$ cat config.mk
export PLATFORM = sky130hd
export DESIGN_NAME = instr_fetch
export DESIGN_NICKNAME = d
export VERILOG_FILES = /design/src/rtl/pirisc_pkg.sv /design/src/rtl/instr_fetch.sv
export SDC_FILE = /design/constraint.sdc
export NUM_CORES = 1
export LEC_CHECK = 0
export ABC_CLOCK_PERIOD_IN_PS = 1800
export CORE_MARGIN = 4
export CORE_UTILIZATION = 40
export DETAILED_ROUTE_END_ITERATION = 7
export PLACE_DENSITY = 0.75
export SYNTH_ARGS = -nofsm -noshare
export SYNTH_HDL_FRONTEND = slang
export SYNTH_SLANG_ARGS = --single-unit
export TNS_END_PERCENT = 10
$ cat constraint.sdc
create_clock -name clk -period 1.8 [get_ports clk]
set_clock_uncertainty 0.1 [all_clocks]
set_input_delay 0.36 -clock clk [delete_from_list [all_inputs] [get_ports clk]]
set_output_delay 0.36 -clock clk [all_outputs]
set_load 0.01 [all_outputs]
$ cat src/rtl/pirisc_pkg.sv
// Shared piRISC definitions: fetch FSM states and fetch-stage constants.
package pirisc_pkg;

  typedef enum logic [1:0] {
    FETCH = 2'd0,
    WAIT  = 2'd1,
    FULL  = 2'd2
  } fetch_state_t;

  localparam logic [31:0] NOP_INST         = 32'h0000_0013;
  localparam int unsigned PC_STEP          = 32'd4;
  localparam logic [31:0] DEFAULT_RESET_PC = 32'h0000_0000;

endpackage

$ cat src/rtl/instr_fetch.sv
// Instruction fetch stage: one outstanding imem read, one-entry buffer to decode,
// redirect from PC_controller takes priority over everything else.
module instr_fetch
  import pirisc_pkg::*;
#(
  parameter int unsigned        DWIDTH   = 32,
  parameter logic [DWIDTH-1:0]  RESET_PC = DWIDTH'(DEFAULT_RESET_PC)
) (
  input  logic              clk,
  input  logic              rst_n,
  input  logic              redirect_valid,
  input  logic [DWIDTH-1:0] redirect_pc,
  output logic              imem_req_valid,
  input  logic              imem_req_ready,
  output logic [DWIDTH-1:0] imem_req_addr,
  input  logic              imem_rsp_valid,
  input  logic [31:0]       imem_rsp_data,
  output logic              inst_valid,
  input  logic              inst_ready,
  output logic [31:0]       inst_data,
  output logic [DWIDTH-1:0] inst_pc
);

  fetch_state_t      state_r, state_s;
  logic [DWIDTH-1:0] fetch_pc_r, fetch_pc_s;
  logic              drop_r, drop_s;
  logic [31:0]       inst_data_r, inst_data_s;
  logic [DWIDTH-1:0] inst_pc_r, inst_pc_s;
  // Goes high on the first edge after reset release; keeps the request port
  // quiet while rst_n is low even though state already reads FETCH.
  logic              run_r;
  logic              req_fire_s;
  logic [DWIDTH-1:0] redirect_aligned_s;

  // Outputs are decoded from registered state only.
  assign imem_req_valid = run_r && (state_r == FETCH);
  assign imem_req_addr  = fetch_pc_r;
  assign inst_valid     = run_r && (state_r == FULL);
  assign inst_data      = inst_data_r;
  assign inst_pc        = inst_pc_r;

  assign req_fire_s         = imem_req_valid && imem_req_ready;
  // Word-align the redirect target by masking the two low bits.
  assign redirect_aligned_s = redirect_pc & ~(DWIDTH'(32'd3));

  // Next-state and datapath decode for the fetch FSM.
  always_comb begin
    state_s     = state_r;
    fetch_pc_s  = fetch_pc_r;
    drop_s      = drop_r;
    inst_data_s = inst_data_r;
    inst_pc_s   = inst_pc_r;
    case (state_r)
      FETCH: begin
        if (redirect_valid) begin
          fetch_pc_s = redirect_aligned_s;
          if (req_fire_s) begin
            // Old-address request already accepted: its response must be discarded.
            state_s = WAIT;
            drop_s  = 1'b1;
          end else begin
            state_s = FETCH;
          end
        end else if (req_fire_s) begin
          state_s = WAIT;
        end else begin
          state_s = FETCH;
        end
      end
      WAIT: begin
        if (redirect_valid) begin
          fetch_pc_s = redirect_aligned_s;
          if (imem_rsp_valid) begin
            // Response for the stale address arrives now; nothing left to drop.
            state_s = FETCH;
            drop_s  = 1'b0;
          end else begin
            drop_s  = 1'b1;
          end
        end else if (imem_rsp_valid) begin
          if (drop_r) begin
            drop_s  = 1'b0;
            state_s = FETCH;
          end else begin
            inst_data_s = imem_rsp_data;
            inst_pc_s   = fetch_pc_r;
            fetch_pc_s  = fetch_pc_r + DWIDTH'(PC_STEP);
            state_s     = FULL;
          end
        end else begin
          state_s = WAIT;
        end
      end
      FULL: begin
        if (redirect_valid) begin
          // Squash the buffered instruction and refetch from the target.
          fetch_pc_s = redirect_aligned_s;
          state_s    = FETCH;
        end else if (inst_ready) begin
          state_s = FETCH;
        end else begin
          state_s = FULL;
        end
      end
      default: begin
        state_s = FETCH;
        drop_s  = 1'b0;
      end
    endcase
  end

  // FSM state and datapath registers with async active-low reset.
  always_ff @(posedge clk or negedge rst_n) begin
    if (!rst_n) begin
      run_r       <= 1'b0;
      state_r     <= FETCH;
      fetch_pc_r  <= RESET_PC;
      drop_r      <= 1'b0;
      inst_data_r <= NOP_INST;
      inst_pc_r   <= RESET_PC;
    end else begin
      run_r       <= 1'b1;
      state_r     <= state_s;
      fetch_pc_r  <= fetch_pc_s;
      drop_r      <= drop_s;
      inst_data_r <= inst_data_s;
      inst_pc_r   <= inst_pc_s;
    end
  end

endmodule

## Word-level counts from Yosys, hierarchy flattened

Index checks and enable logic that the tools add are counted.

| operators by class | value |
|---|---|
| eq/ne operators | 8 |
| add/sub/neg operators | 1 |
| reductions and logical operators | 9 |
| mux-type cells | 19 |
| bitwise operators | 3 |

Operators with widths:

| cell | count |
|---|---|
| $mux W32 | 4 |
| $pmux W32 S2 | 1 |
| $add A32 B3 Y32 const B | 1 |
| $mux W2 | 6 |
| $reduce_and A4 Y1 | 3 |
| $ne A3 B3 Y1 const B | 3 |
| $mux W1 | 6 |
| $pmux W2 S3 | 1 |
| $ne A2 B2 Y1 const B | 2 |
| $logic_and A1 B1 Y1 | 3 |
| $not A1 Y1 | 3 |
| $pmux W1 S3 | 1 |
| $eq A2 B1 Y1 const B | 1 |
| $eq A2 B2 Y1 const B | 1 |
| $logic_not A2 Y1 | 1 |
| $ne A2 B1 Y1 const B | 1 |
| $reduce_bool A2 Y1 | 1 |
| $reduce_or A2 Y1 | 1 |

| word-level totals | value |
|---|---|
| word-level logic and storage cells | 46 |
| flip-flop bits (word level) | 100 |

## Longest topological paths before layout

| depth | value |
|---|---|
| word-level depth | 6 |
| depth in mapped cells | 7 |
| gate-level depth less buffers | 5 |

## Worst setup path after synthesis

Ideal clock, no wire load.

| path | value |
|---|---|
| path kind | register -> register |
| from | register fetch_pc_r[2] (netlist: imem_req_addr[2]) |
| to | register fetch_pc_r[26] (netlist: imem_req_addr[26]) |
| buffers on the path | 1 |
| path slack | -0.033 ns |
| period minus slack after synthesis | 1.833 ns |
| setup time | 0.099 ns |
| data arrival time | 1.634 ns |
| stages on the path, launching flop included | 7 |
| required time | 1.601 ns |
| path through | dfrtp_1 ha_1 and3_1 and4_1 buf_4 and3_1 a311oi_1 |

| between the ends | value |
|---|---|
| cells in the longest elaborated chain, start to end | 5 |

RTL lines:

| item | line | RTL |
|---|---|---|
| start: declaration | instr_fetch.sv:25 | `logic [DWIDTH-1:0] fetch_pc_r, fetch_pc_s;` |
| start signal: assignment | instr_fetch.sv:124 | `fetch_pc_r <= fetch_pc_s;` |
| $add A32 B3 Y32 | instr_fetch.sv:87 | `fetch_pc_s = fetch_pc_r + DWIDTH'(PC_STEP);` |
| $mux W32 | instr_fetch.sv:81 | `if (drop_r) begin` |
| $mux W32 | instr_fetch.sv:80 | `end else if (imem_rsp_valid) begin` |
| $mux W32 | instr_fetch.sv:71 | `if (redirect_valid) begin` |
| $pmux W32 S2 | instr_fetch.sv:53 | `case (state_r)` |

Every way passes these cells. The select of a mux whose other input is x is not followed.
A chain may end at the register's enable or synchronous reset.

## Final worst setup path

| path | value |
|---|---|
| from | input port redirect_valid |
| to | register fetch_pc_r[19] (netlist: imem_req_addr[19]) |

| between the ends | value |
|---|---|
| cells in the longest elaborated chain, start to end | 2 |

RTL lines:

| item | line | RTL |
|---|---|---|
| start: declaration | instr_fetch.sv:11 | `input logic redirect_valid,` |
| $ne A3 B3 Y1 (no source line) (tied with other cells) | -- |  |
| $reduce_and A4 Y1 (no source line) or $pmux W32 S2 (tied branches) | -- |  |

Several ways; a longest one is shown, not always the timed one.

==> impl_summary.log <==
INFO  metric synth_top_cell_area_share = between 40% and 50%
INFO  metric max_cap_viol_count = 0
INFO  metric cts_made_buffers = 9
INFO  metric drcViolationCount = 0
INFO  metric path_cells = clkdlybuf4s50_1 > buf_4 > buf_4 > and3b_1 > nand4_1 > or4_1 > nand3_1
INFO  metric static-leakage-power = 3.342 nW
INFO  metric result_of_the_run = complete, but fails checks
INFO  metric cts_sinks = 96
INFO  metric dr.first_iter.drc_count = roughly 300
INFO  metric synthDistinctLibCells = between 60 and 70
INFO  metric post_synth_most_frequent_cells = sky130_fd_sc_hd__nand2_1, sky130_fd_sc_hd__dfrtp_1, sky130_fd_sc_hd__buf_2, sky130_fd_sc_hd__nand3_1, sky130_fd_sc_hd__o21ai_0
INFO  metric totalWireLength = between 15000 and 20000 um
INFO  metric clkTransAtPathRegs = about 0.070 ns
INFO  metric place.detailed.hpwl = 11120 um
INFO  metric die_area = roughly 0.014 mm^2
INFO  metric worst-slew-pin-transition = between 0.5 and 0.6 ns
INFO  metric clock_tree_from_tritoncts = done
INFO  metric synthCells = about 540
INFO  metric final_period_minus_worst_setup_slack = ~1.8 ns
INFO  metric start_util = roughly two fifths
INFO  metric netlist.top_cell.by_area = sky130_fd_sc_hd__dfrtp_1
INFO  metric cp.required = about 2.0 ns
INFO  metric power = 9.178 mW
INFO  metric number_of_enable_type_register_cells_in_the_synthesized_netlist = 0
INFO  metric wire_per_inst = between 15 and 20 um
INFO  metric critical_path.slowest_cell = sky130_fd_sc_hd__or4_1
INFO  metric core_region_area = around 0.011 mm^2
INFO  metric grt_first_pass_wirelength = around 24000 um
INFO  metric num_antenna_cells = 0
INFO  metric post_route_cells_drive_above_1_share = about 17%
INFO  metric largest_net_degree_at_the_start_of_global_routing = between 90 and 100
INFO  metric area_delta_synth_final = 55.08%
INFO  metric io_buffer_count = roughly 160
INFO  metric hold_class = flop to flop
INFO  metric io_pins = ~170
INFO  metric final_design_area_no_fill = ~0.0073 mm^2
INFO  metric dp_slack = -0.3984 ns
INFO  metric whs_endpoint = inst_data[0]
INFO  metric synth.yosys.warnings = 0
INFO  metric layout_setup_ws = -0.04910 ns
INFO  metric final_hold_viol_count = 0
INFO  metric via_per_inst = around 5.4
INFO  metric synthMostInstantiatedCell = sky130_fd_sc_hd__nand2_1
INFO  metric antenna_found_initial = 0
INFO  metric synth.ff_latch_count = between 90 and 100
INFO  metric final.hold.worst_slack = roughly 0.36 ns
INFO  metric placedInstanceArea = between 0.006 and 0.007 mm^2
INFO  metric clock_insertion_delay_worst_skew = 0.35 ns
INFO  metric hold_start = inst_data[0]
INFO  metric detailedRoute.firstPassIterationCount = 5
INFO  metric worst_path_most_repeated_cell = sky130_fd_sc_hd__buf_4
INFO  metric grt_usage = 22.72%
INFO  metric fp.dieW = 116.7 um
INFO  metric ys_dominant_reg_cell = sky130_fd_sc_hd__dfrtp_1
INFO  metric dpl.cell_count = 874
INFO  metric path_type_of_the_worst_setup_path = primary input to flop
INFO  metric cts_max_level = 3
INFO  metric rr_endpoint = imem_req_addr[29]
INFO  metric layout_worst_path_cycle_share = 102.7%
INFO  metric synth-seq-area-share = between 50% and 60%
INFO  metric gr-total-overflow = 0
INFO  metric cp_max_fo = 4
INFO  metric routed_via_count = 4814
INFO  metric slew_headroom = 64.96%
INFO  metric violations_in_the_final_reports = negative setup slack
INFO  metric post_synth_main_area_contributors = sky130_fd_sc_hd__dfrtp_1, sky130_fd_sc_hd__nand2_1, sky130_fd_sc_hd__buf_2
INFO  metric timing_max_transition_violations_final = 0
INFO  metric max-clock-path-buffers = 2
INFO  metric worst_path_largest_cell_delay = 0.45 ns
INFO  metric hold-path-cell-count = 2
INFO  metric cts-root-buf = sky130_fd_sc_hd__clkbuf_16
INFO  metric route.antenna.remaining_nets = 0
INFO  metric die_h = around 120 um
INFO  metric finalNetCount = between 800 and 900
INFO  metric synth_area = 0.004725 mm^2
INFO  metric async_flop_share = 100.0%
INFO  metric gpl.final_weighted_congestion = between 0.8 and 0.9
INFO  metric setup_repair_after_global_routing_missed_its_margin = yes
INFO  metric grt_pass1_vias = a little under 5000
INFO  metric type_of_element_capturing_the_critical_path = flop
INFO  metric critical_path.reg2reg.startpoint = state_r[1]
INFO  metric syn-mean-instance-area = roughly 9 um^2
INFO  metric timing.reg2reg.setup_slack = -0.01 ns
INFO  metric final.fill_count = 982
INFO  metric fmaxAchievable = around 540 MHz
INFO  metric worstRegToRegCells = 6
INFO  metric vdd.ir_drop.worst = a little over 0.0008 V
INFO  metric power-per-cell-area = 1253 mW/mm^2
INFO  metric final_cell_count_no_fill = ~900
INFO  metric row_cnt = 39
INFO  metric timing.final.setup_violations = 2
INFO  metric crit_path_start_kind = primary input
INFO  metric cp_data_arrival_time = slightly above 2 ns
## registers in the layout, summed over array words and instances, names as in the netlist
name	cells
inst_pc	30
run_r	1
imem_req_addr	30
state_r	2
inst_data	32
drop_r	1
## where the power goes
group / total (mW) / leakage, nW / internal, mW / switching [mW]
clock: 1.97 / 0.143 / 1.12 / 0.845
sequential: 3.50 / 1.16 / 2.99 / 0.513
combinational: 3.71 / 2.04 / 2.04 / 1.67
total: 9.18 / 3.34 / 6.15 / 3.02
## area by class of cell
cell class / count / area (um^2) / area share [%]
clock buffer: 12 / 246.5 / 3.364
clock inverter: 4 / 55.05 / 0.7514
inverter: 4 / 15.01 / 0.2049
multi-input combinational: 396 / 2137 / 29.17
sequential: 96 / 2422 / 33.06
tap: 143 / 178.9 / 2.442
timing repair buffer: 243 / 2272 / 31.01
## critical path, delay by kind of cell
family        cells  cell delay (ns)
simple gates      4             0.95
buf+inv           3             0.71
## worst max path at each step
stage / startpoint / endpoint
finish: redirect_valid / imem_req_addr[19]
global route: state_r[1] / imem_req_addr[29]
CTS: imem_req_addr[26] / imem_req_addr[26]
detailed placement: imem_rsp_valid / imem_req_addr[2]
global placement: redirect_valid / imem_req_addr[19]
floorplan: imem_req_addr[2] / imem_req_addr[26]
## routing by layer
| layer | GRT usage, % | up-vias | wire length, um |
|---|---|---|---|
| met3 | 4.870 | 24 | 1374 |
| met1 | 28.85 | 2279 | 6434 |
| met5 | 0 | - | 0 |
| met2 | 38.04 | 219 | 7375 |
| met4 | 8.639 | 0 | 285 |
| li1 | - | 2292 | - |
## metrics by stage
step	TNS (ns)	util, %
3_3_place_gp	-25.61	60.47
6_report	-0.06247	63.90
5_1_grt	-0.6204	63.90
4_1_cts	-0.05437	63.40
2_1_floorplan	0	-
3_5_place_dp	-28.43	60.47
## cell usage in the layout (no fill, tap or decap), types with 7 or more instances in the layout
master                            count
sky130_fd_sc_hd__or3_1                8
sky130_fd_sc_hd__o32ai_1              7
sky130_fd_sc_hd__dfrtp_2             13
sky130_fd_sc_hd__nand4_1             12
sky130_fd_sc_hd__clkdlybuf4s50_1    127
sky130_fd_sc_hd__a21oi_1             12
sky130_fd_sc_hd__dlygate4sd2_1       29
sky130_fd_sc_hd__nor2_1              14
sky130_fd_sc_hd__buf_4               74
sky130_fd_sc_hd__nand3_1             18
sky130_fd_sc_hd__clkbuf_16            9
sky130_fd_sc_hd__o21ai_0             15
sky130_fd_sc_hd__nand2_1            202
sky130_fd_sc_hd__dfrtp_1             80
## cell families after synthesis
group           synth area share (%)
compound gates                 13.67
simple gates                   30.01
fa+ha+maj                     0.2648
other cells                   0.1590
flops                          50.93
buf+inv                        4.978
## timing repair
action                     4_1_cts  5_1_grt
cloned                           0        0
setup endpoints to repair       42       36
gates resized for setup         49        9
pin swaps                        1        0
hold endpoints to repair        18        0
setup buffers                    4        3
hold buffers                     1        0
No activity file was read; power rests on OpenSTA's default activity.
